[config.mk]
export PLATFORM = sky130hd
export DESIGN_NAME = soc_mgmt_clk_freq_seq
export DESIGN_NICKNAME = d
export VERILOG_FILES = /design/src/rtl/soc_mgmt_clk_freq_seq.sv
export SDC_FILE = /design/constraint.sdc
export NUM_CORES = 1
export LEC_CHECK = 0
export BUFFER_PORTS_ARGS = -buffer_cell sky130_fd_sc_hd__buf_2
export CELL_PAD_IN_SITES_DETAIL_PLACEMENT = 1
export CELL_PAD_IN_SITES_GLOBAL_PLACEMENT = 1
export CORE_ASPECT_RATIO = 1.25
export CORE_MARGIN = 1
export CORE_UTILIZATION = 25
export CTS_BUF_LIST = sky130_fd_sc_hd__clkbuf_2
export DETAILED_ROUTE_END_ITERATION = 10
export PLACE_DENSITY_LB_ADDON = 0.1
export SLEW_MARGIN = 20
export SYNTH_ARGS = -nofsm -noshare
export SYNTH_HDL_FRONTEND = slang
export SYNTH_SLANG_ARGS = --single-unit
[constraint.sdc]
create_clock -name i_clk -period 5.5 [get_ports i_clk]
set_input_delay 0.55 -clock i_clk [delete_from_list [all_inputs] [get_ports i_clk]]
set_output_delay 0.55 -clock i_clk [all_outputs]
set_load 0.1 [all_outputs]
[src/rtl/soc_mgmt_clk_freq_seq.sv]
// Frequency-change sequencer for one PLL and its divided clock channels.
// Parks channels on REF_CLK, relocks the PLL, reloads divisors, then unparks.
module soc_mgmt_clk_freq_seq #(
    parameter int NumChannels  = 6,
    parameter int DivWidth     = 4,
    parameter int PllMWidth    = 10,
    parameter int PllPWidth    = 6,
    parameter int PllSWidth    = 3,
    parameter int SyncStages   = 3,
    parameter int ResetCycles  = 32,
    parameter int LockTimeout  = 4096,
    parameter int MuxTimeout   = 64,
    parameter int SettleCycles = 16
) (
    input  logic                            i_clk,
    input  logic                            i_rst,
    input  logic                            i_req_valid,
    output logic                            o_req_ready,
    input  logic [NumChannels-1:0]          i_req_ch_mask,
    input  logic [PllMWidth-1:0]            i_req_pll_m,
    input  logic [PllPWidth-1:0]            i_req_pll_p,
    input  logic [PllSWidth-1:0]            i_req_pll_s,
    input  logic [NumChannels*DivWidth-1:0] i_req_div,
    output logic                            o_rsp_valid,
    input  logic                            i_rsp_ready,
    output logic [1:0]                      o_rsp_error,
    output logic                            o_pll_resetb,
    output logic [PllMWidth-1:0]            o_pll_m,
    output logic [PllPWidth-1:0]            o_pll_p,
    output logic [PllSWidth-1:0]            o_pll_s,
    input  logic                            i_pll_lock,
    output logic [NumChannels-1:0]          o_div_mux_select,
    input  logic [NumChannels-1:0]          i_div_mux_active,
    output logic [NumChannels*DivWidth-1:0] o_divisor,
    output logic [NumChannels-1:0]          o_div_update,
    output logic                            o_busy,
    output logic                            o_lock_lost
);

    localparam int Max01    = (ResetCycles > LockTimeout) ? ResetCycles : LockTimeout;
    localparam int Max23    = (MuxTimeout > SettleCycles) ? MuxTimeout : SettleCycles;
    localparam int TimerMax = (Max01 > Max23) ? Max01 : Max23;
    localparam int TimerW   = $clog2(TimerMax + 1);
    localparam int DivAllW  = NumChannels * DivWidth;

    localparam logic [TimerW-1:0] ResetLast  = TimerW'(ResetCycles - 1);
    localparam logic [TimerW-1:0] LockLast   = TimerW'(LockTimeout - 1);
    localparam logic [TimerW-1:0] MuxLast    = TimerW'(MuxTimeout - 1);
    localparam logic [TimerW-1:0] SettleLast = TimerW'(SettleCycles - 1);

    localparam logic [1:0] ErrOk     = 2'd0;
    localparam logic [1:0] ErrPark   = 2'd1;
    localparam logic [1:0] ErrLock   = 2'd2;
    localparam logic [1:0] ErrUnpark = 2'd3;

    typedef enum logic [2:0] {
        ST_IDLE,
        ST_PARK,
        ST_PLL_RST,
        ST_LOCK,
        ST_DIV_UPD,
        ST_UNPARK,
        ST_DONE
    } state_e;

    state_e                   state_q;
    logic [TimerW-1:0]        timer_q;
    logic [TimerW-1:0]        timer_d;
    logic [NumChannels-1:0]   mask_q;
    logic [PllMWidth-1:0]     req_m_q;
    logic [PllPWidth-1:0]     req_p_q;
    logic [PllSWidth-1:0]     req_s_q;
    logic [DivAllW-1:0]       req_div_q;
    logic [DivAllW-1:0]       req_div_d;
    logic [DivAllW-1:0]       divisor_q;
    logic [DivAllW-1:0]       divisor_d;
    logic                     ready_q;
    logic                     rsp_valid_q;
    logic [1:0]               rsp_error_q;
    logic                     busy_q;
    logic                     resetb_q;
    logic [PllMWidth-1:0]     pll_m_q;
    logic [PllPWidth-1:0]     pll_p_q;
    logic [PllSWidth-1:0]     pll_s_q;
    logic [NumChannels-1:0]   sel_q;
    logic [NumChannels-1:0]   update_q;
    logic                     lock_lost_q;
    logic                     lock_prev_q;

    logic [SyncStages-1:0]                  lock_sync_q;
    logic [SyncStages-1:0][NumChannels-1:0] act_sync_q;
    logic                                   lock_s;
    logic [NumChannels-1:0]                 act_s;
    logic                                   lock_fall;
    logic                                   park_done;
    logic                                   unpark_done;

    always_ff @(posedge i_clk or posedge i_rst) begin
        if (i_rst) begin
            lock_sync_q <= '0;
            act_sync_q  <= '0;
        end else begin
            lock_sync_q[0] <= i_pll_lock;
            act_sync_q[0]  <= i_div_mux_active;
            for (int i = 1; i < SyncStages; i++) begin
                lock_sync_q[i] <= lock_sync_q[i-1];
                act_sync_q[i]  <= act_sync_q[i-1];
            end
        end
    end

    assign lock_s      = lock_sync_q[SyncStages-1];
    assign act_s       = act_sync_q[SyncStages-1];
    assign lock_fall   = lock_prev_q & ~lock_s;
    assign park_done   = (act_s & mask_q) == '0;
    assign unpark_done = (act_s & mask_q) == mask_q;

    // Shared timer saturates at all-ones instead of wrapping.
    assign timer_d = (timer_q == '1) ? timer_q : timer_q + TimerW'(1);

    always_comb begin
        req_div_d = i_req_div;
        divisor_d = divisor_q;
        for (int c = 0; c < NumChannels; c++) begin
            if (i_req_div[c*DivWidth +: DivWidth] == '0) begin
                req_div_d[c*DivWidth +: DivWidth] = DivWidth'(1);
            end
            if (mask_q[c]) begin
                divisor_d[c*DivWidth +: DivWidth] = req_div_q[c*DivWidth +: DivWidth];
            end
        end
    end

    always_ff @(posedge i_clk or posedge i_rst) begin
        if (i_rst) begin
            state_q     <= ST_IDLE;
            timer_q     <= '0;
            mask_q      <= '0;
            req_m_q     <= '0;
            req_p_q     <= '0;
            req_s_q     <= '0;
            req_div_q   <= {NumChannels{DivWidth'(1)}};
            divisor_q   <= {NumChannels{DivWidth'(1)}};
            ready_q     <= 1'b1;
            rsp_valid_q <= 1'b0;
            rsp_error_q <= ErrOk;
            busy_q      <= 1'b0;
            resetb_q    <= 1'b0;
            pll_m_q     <= '0;
            pll_p_q     <= '0;
            pll_s_q     <= '0;
            sel_q       <= '0;
            update_q    <= '0;
            lock_lost_q <= 1'b0;
            lock_prev_q <= 1'b0;
        end else begin
            lock_prev_q <= lock_s;
            update_q    <= '0;
            timer_q     <= timer_d;
            case (state_q)
                ST_IDLE: begin
                    // Lock loss outranks a same-cycle request; the request is taken next cycle.
                    if (lock_fall && resetb_q) begin
                        lock_lost_q <= 1'b1;
                        sel_q       <= '0;
                    end else if (i_req_valid && ready_q) begin
                        mask_q      <= i_req_ch_mask;
                        req_m_q     <= i_req_pll_m;
                        req_p_q     <= i_req_pll_p;
                        req_s_q     <= i_req_pll_s;
                        req_div_q   <= req_div_d;
                        lock_lost_q <= 1'b0;
                        ready_q     <= 1'b0;
                        busy_q      <= 1'b1;
                        timer_q     <= '0;
                        if (i_req_ch_mask == '0) begin
                            state_q     <= ST_DONE;
                            rsp_valid_q <= 1'b1;
                            rsp_error_q <= ErrOk;
                        end else begin
                            state_q <= ST_PARK;
                            sel_q   <= sel_q & ~i_req_ch_mask;
                        end
                    end
                end
                ST_PARK: begin
                    if (park_done) begin
                        state_q  <= ST_PLL_RST;
                        timer_q  <= '0;
                        resetb_q <= 1'b0;
                        pll_m_q  <= req_m_q;
                        pll_p_q  <= req_p_q;
                        pll_s_q  <= req_s_q;
                    end else if (timer_q == MuxLast) begin
                        state_q     <= ST_DONE;
                        timer_q     <= '0;
                        rsp_valid_q <= 1'b1;
                        rsp_error_q <= ErrPark;
                    end
                end
                ST_PLL_RST: begin
                    if (timer_q == ResetLast) begin
                        state_q  <= ST_LOCK;
                        timer_q  <= '0;
                        resetb_q <= 1'b1;
                    end
                end
                ST_LOCK: begin
                    if (lock_s) begin
                        state_q   <= ST_DIV_UPD;
                        timer_q   <= '0;
                        divisor_q <= divisor_d;
                        update_q  <= mask_q;
                    end else if (timer_q == LockLast) begin
                        state_q     <= ST_DONE;
                        timer_q     <= '0;
                        rsp_valid_q <= 1'b1;
                        rsp_error_q <= ErrLock;
                    end
                end
                ST_DIV_UPD: begin
                    if (timer_q == SettleLast) begin
                        state_q <= ST_UNPARK;
                        timer_q <= '0;
                        sel_q   <= sel_q | mask_q;
                    end
                end
                ST_UNPARK: begin
                    if (unpark_done) begin
                        state_q     <= ST_DONE;
                        timer_q     <= '0;
                        rsp_valid_q <= 1'b1;
                        rsp_error_q <= ErrOk;
                    end else if (timer_q == MuxLast) begin
                        state_q     <= ST_DONE;
                        timer_q     <= '0;
                        rsp_valid_q <= 1'b1;
                        rsp_error_q <= ErrUnpark;
                    end
                end
                ST_DONE: begin
                    if (i_rsp_ready) begin
                        state_q     <= ST_IDLE;
                        timer_q     <= '0;
                        rsp_valid_q <= 1'b0;
                        ready_q     <= 1'b1;
                        busy_q      <= 1'b0;
                    end
                end
                default: begin
                    state_q <= ST_IDLE;
                    timer_q <= '0;
                    ready_q <= 1'b1;
                    busy_q  <= 1'b0;
                end
            endcase
        end
    end

    assign o_req_ready      = ready_q;
    assign o_rsp_valid      = rsp_valid_q;
    assign o_rsp_error      = rsp_error_q;
    assign o_pll_resetb     = resetb_q;
    assign o_pll_m          = pll_m_q;
    assign o_pll_p          = pll_p_q;
    assign o_pll_s          = pll_s_q;
    assign o_div_mux_select = sel_q;
    assign o_divisor        = divisor_q;
    assign o_div_update     = update_q;
    assign o_busy           = busy_q;
    assign o_lock_lost      = lock_lost_q;

endmodule

==> impl_metrics.toml <==
[status]
status = "finished, final reports clean"

[routing]
wl_per_cell_um = 15.9
viasPerCell = 4.54
ant_nets = 0
drtPass1Iterations = 4
vias = 4323
wl_um = 15100
drc_errors = 0
drt_first_iter_violations = 227

[pwr]
clkPwrFrac_pct = 15.1
p_sw_mw = 2.29
p_per_area_nw_per_um2 = 598
intPower_mw = 2.30
p_total_mw = 4.58
sequentialPowerShare_pct = 37.4
sw_frac_of_total_pct = 49.9
combinationalPowerShare_pct = 47.5
peakVddDrop_mv = 0.266
p_leak_nw = 3.71

[cells_and_area]
multi_input_area_um2 = 2090
drive_gt1_share_pct = 39.7
syn2layout_area_growth_pct = 27.6
nNetsFinal = 707
fill_cells = 2630
stdcell_area_um2 = 7660
final_util_pct = 32.4
regArea_um2 = 3740

[worst_hold_path]
worstHoldPathType = "in2reg"
min-delay-start = "i_req_ch_mask[2]"
min_to = "mask_q[2]"
min_path_cells = 3

[sta]
finalClockSkew_ns = 0.0430
setup_violations = 0
worst_hold_slack_ns = 0.117
fmax_mhz = 370
hold_viol_final = 0
tns_ns = 0
fin_crit_ns = 2.70
rsz0062_at_grt = "false"
final_max_slew_viol_count = 0
slew_headroom_pct = 35.0
fin_crit_sh_pct = 49.2
max_slew.worst_pin.slew_ns = 0.972

[grt]
antenna_found_initial = 1
grt_pass1_vias = 4684
grt_start_max_net_pins = 112
grt_remaining_overflow = 0
grt_use_total_pct = 12.9
grt_pass1_wl_um = 24700

[synthesis]
synth_fp_nets = 535
synth_area_leaders = "dfrtp_1 (57%), mux2_2 (15%), dfstp_2 (5.7%)"
ys_ff_latch = 149
synth_top_area_share_pct = 56.7
synth-edff-count = 0
yosysTopAreaCell = "dfrtp_1"
synthesis.area_um2 = 6010
yosysMostFrequentCell = "dfrtp_1"
yosysSeqAreaShare_pct = 62.3
synth_cell_types = 53
synth-main-ff-cell = "dfrtp_1"
synth_common_cells = "dfrtp_1 (136), mux2_2 (80), nor2_1 (44), nand2_1 (28), a21oi_1 (23)"
yosys_warnings = 0
synthArstFlopShare_pct = 100
syn_area_per_cell_um2 = 12.7
syn_inst = 473

[critical_path]
crit_type = "reg2reg"
r2r_end = "req_p_q[3]"
end_kind = "register"
ff2ff_setup_slack_ns = 2.80
r2r-start = "state_q[2]"
startpoint_type = "register"
crit_required_ns = 6.09
r2r_cells = 5
path_max_fanout = 33
cp.arrival_ns = 3.29

[floorplan]
initial_core_util_pct = 25.4
fp-row-count = 63
die_w_um = 141
pin_count = 122
die_y_um = 175
core_region_area_um2 = 23600
die_area_um2 = 24700

[place]
hpwlAfterDp_um = 10500
gp_congestion = 0.716
portBuffers = 121
dpl_cell_area_um2 = 6930

[clocking]
cts_hold_buf = 42
cts_resized = 0
cts_max_path_buffers = 2
numCtsBuffers = 17
cts_setup_buffers = 0
clk_pin_slew_ns = 0.22
htree_levels = 4
cts-root-buf = "clkbuf_2"
insertion_delay_ns = 0.71
cts_tree = "done"
cts_sinks = 149

[run]
max-cap-violations = 0
flip-flops by register name (all words and copies together), names as in the netlist, 2 cells and up:
name              flops
o_pll_p               6
o_rsp_error           2
o_pll_s               3
act_s                 6
o_pll_m              10
act_sync_q           12
mask_q                6
o_div_update          6
state_q               3
req_m_q              10
req_p_q               6
o_divisor            24
req_div_q            24
timer_q              13
lock_sync_q           3
req_s_q               3
o_div_mux_select      6
cell families (layout without fill, tap and decap cells):
family                     count (synthesis)  in the layout  synth area share, %
DFF                                      149            149                 62.3
and+or+nand+nor                          118            118                 9.54
muxes                                     82             82                 15.3
AOI/OAI and AO/OA                         76             76                 8.00
buffers and inverters                     37            222                 2.94
xor gates and xnor gates                   9              9                 1.31
adders and majority gates                  2              2                0.542
other                                      0              2                    0
worst max path at each step:
| stage | slack [ns] | endpoint | from | cells after the start |
|---|---|---|---|---|
| 2_1_floorplan | 0.96 | act_s[0] | i_rst | 1 |
| 3_3_place_gp | 2.76 | o_rsp_error[1] | state_q[1] | 6 |
| 3_5_place_dp | 2.77 | req_p_q[5] | state_q[2] | 5 |
| 4_1_cts | 2.75 | req_p_q[3] | state_q[2] | 5 |
| 5_1_grt | 2.57 | req_m_q[1] | state_q[2] | 5 |
| 6_report | 2.80 | req_p_q[3] | state_q[2] | 5 |
per-layer routing:
metal | global-route usage (%) | vias up | part of all wire, %
met2 | 21.8 | 91 | 51
li1 | - | 2001 | -
met5 | 0 | - | 0
met3 | 3.30 | 12 | 3.8
met1 | 16.1 | 2219 | 44
met4 | 4.21 | 0 | 1.2
through the flow:
stage,std cells,setup WS (ns)
2_1_floorplan,473,0.963
6_report,952,2.80
3_5_place_dp,872,2.77
4_1_cts,946,2.75
5_1_grt,952,2.57
3_3_place_gp,871,2.76
cell type report:
type                    count  share of cell area (%)
diodes                      2                  0.0653
clock buffers              19                    1.24
clock inverters            13                    2.22
inverters                  20                    1.08
multi-input cells         287                    27.3
flip-flops and latches    149                    48.9
well taps                 292                    4.77
repair buffers            170                    14.5
critical path, cell delays in order (launching register included):
cell     delay, ns
dfrtp_1       0.70
inv_1         0.30
nand2_1       0.15
nor2_4        0.77
buf_12        0.29
mux2_2        0.35
cells in the final DEF (no fill, tap or decap), types with 2 or more instances in the layout:
cell	count
a211oi_1	3
nor3_2	2
and3_1	2
nand2_1	28
a31oi_1	4
inv_1	19
diode_2	2
clkbuf_2	19
o21a_1	2
clkinvlp_4	2
xnor2_1	4
nand3_1	7
nor2b_1	3
a21o_1	2
bufinv_16	3
and3_2	2
xor2_1	5
clkinv_4	2
a21oi_1	23
nor2_1	44
and4_1	2
o21ai_0	20
mux2i_1	2
inv_6	5
nor3_1	13
a22oi_1	6
dlygate4sd3_1	46
dfrtp_1	136
or2_1	2
o211ai_1	3
mux2_2	80
nand4_1	3
o22ai_1	3
dfstp_2	13
buf_2	121
power by group through the flow:
stage          Clock (mW)  Sequential (mW)  Combinational (mW)
2_1_floorplan           0             2.74               0.760
3_3_place_gp            0             1.73                2.15
3_5_place_dp            0             1.75                2.18
4_1_cts             0.729             1.72                2.20
5_1_grt             0.770             1.78                2.31
6_report            0.690             1.72                2.18
No activity file was read; power rests on OpenSTA's default activity.
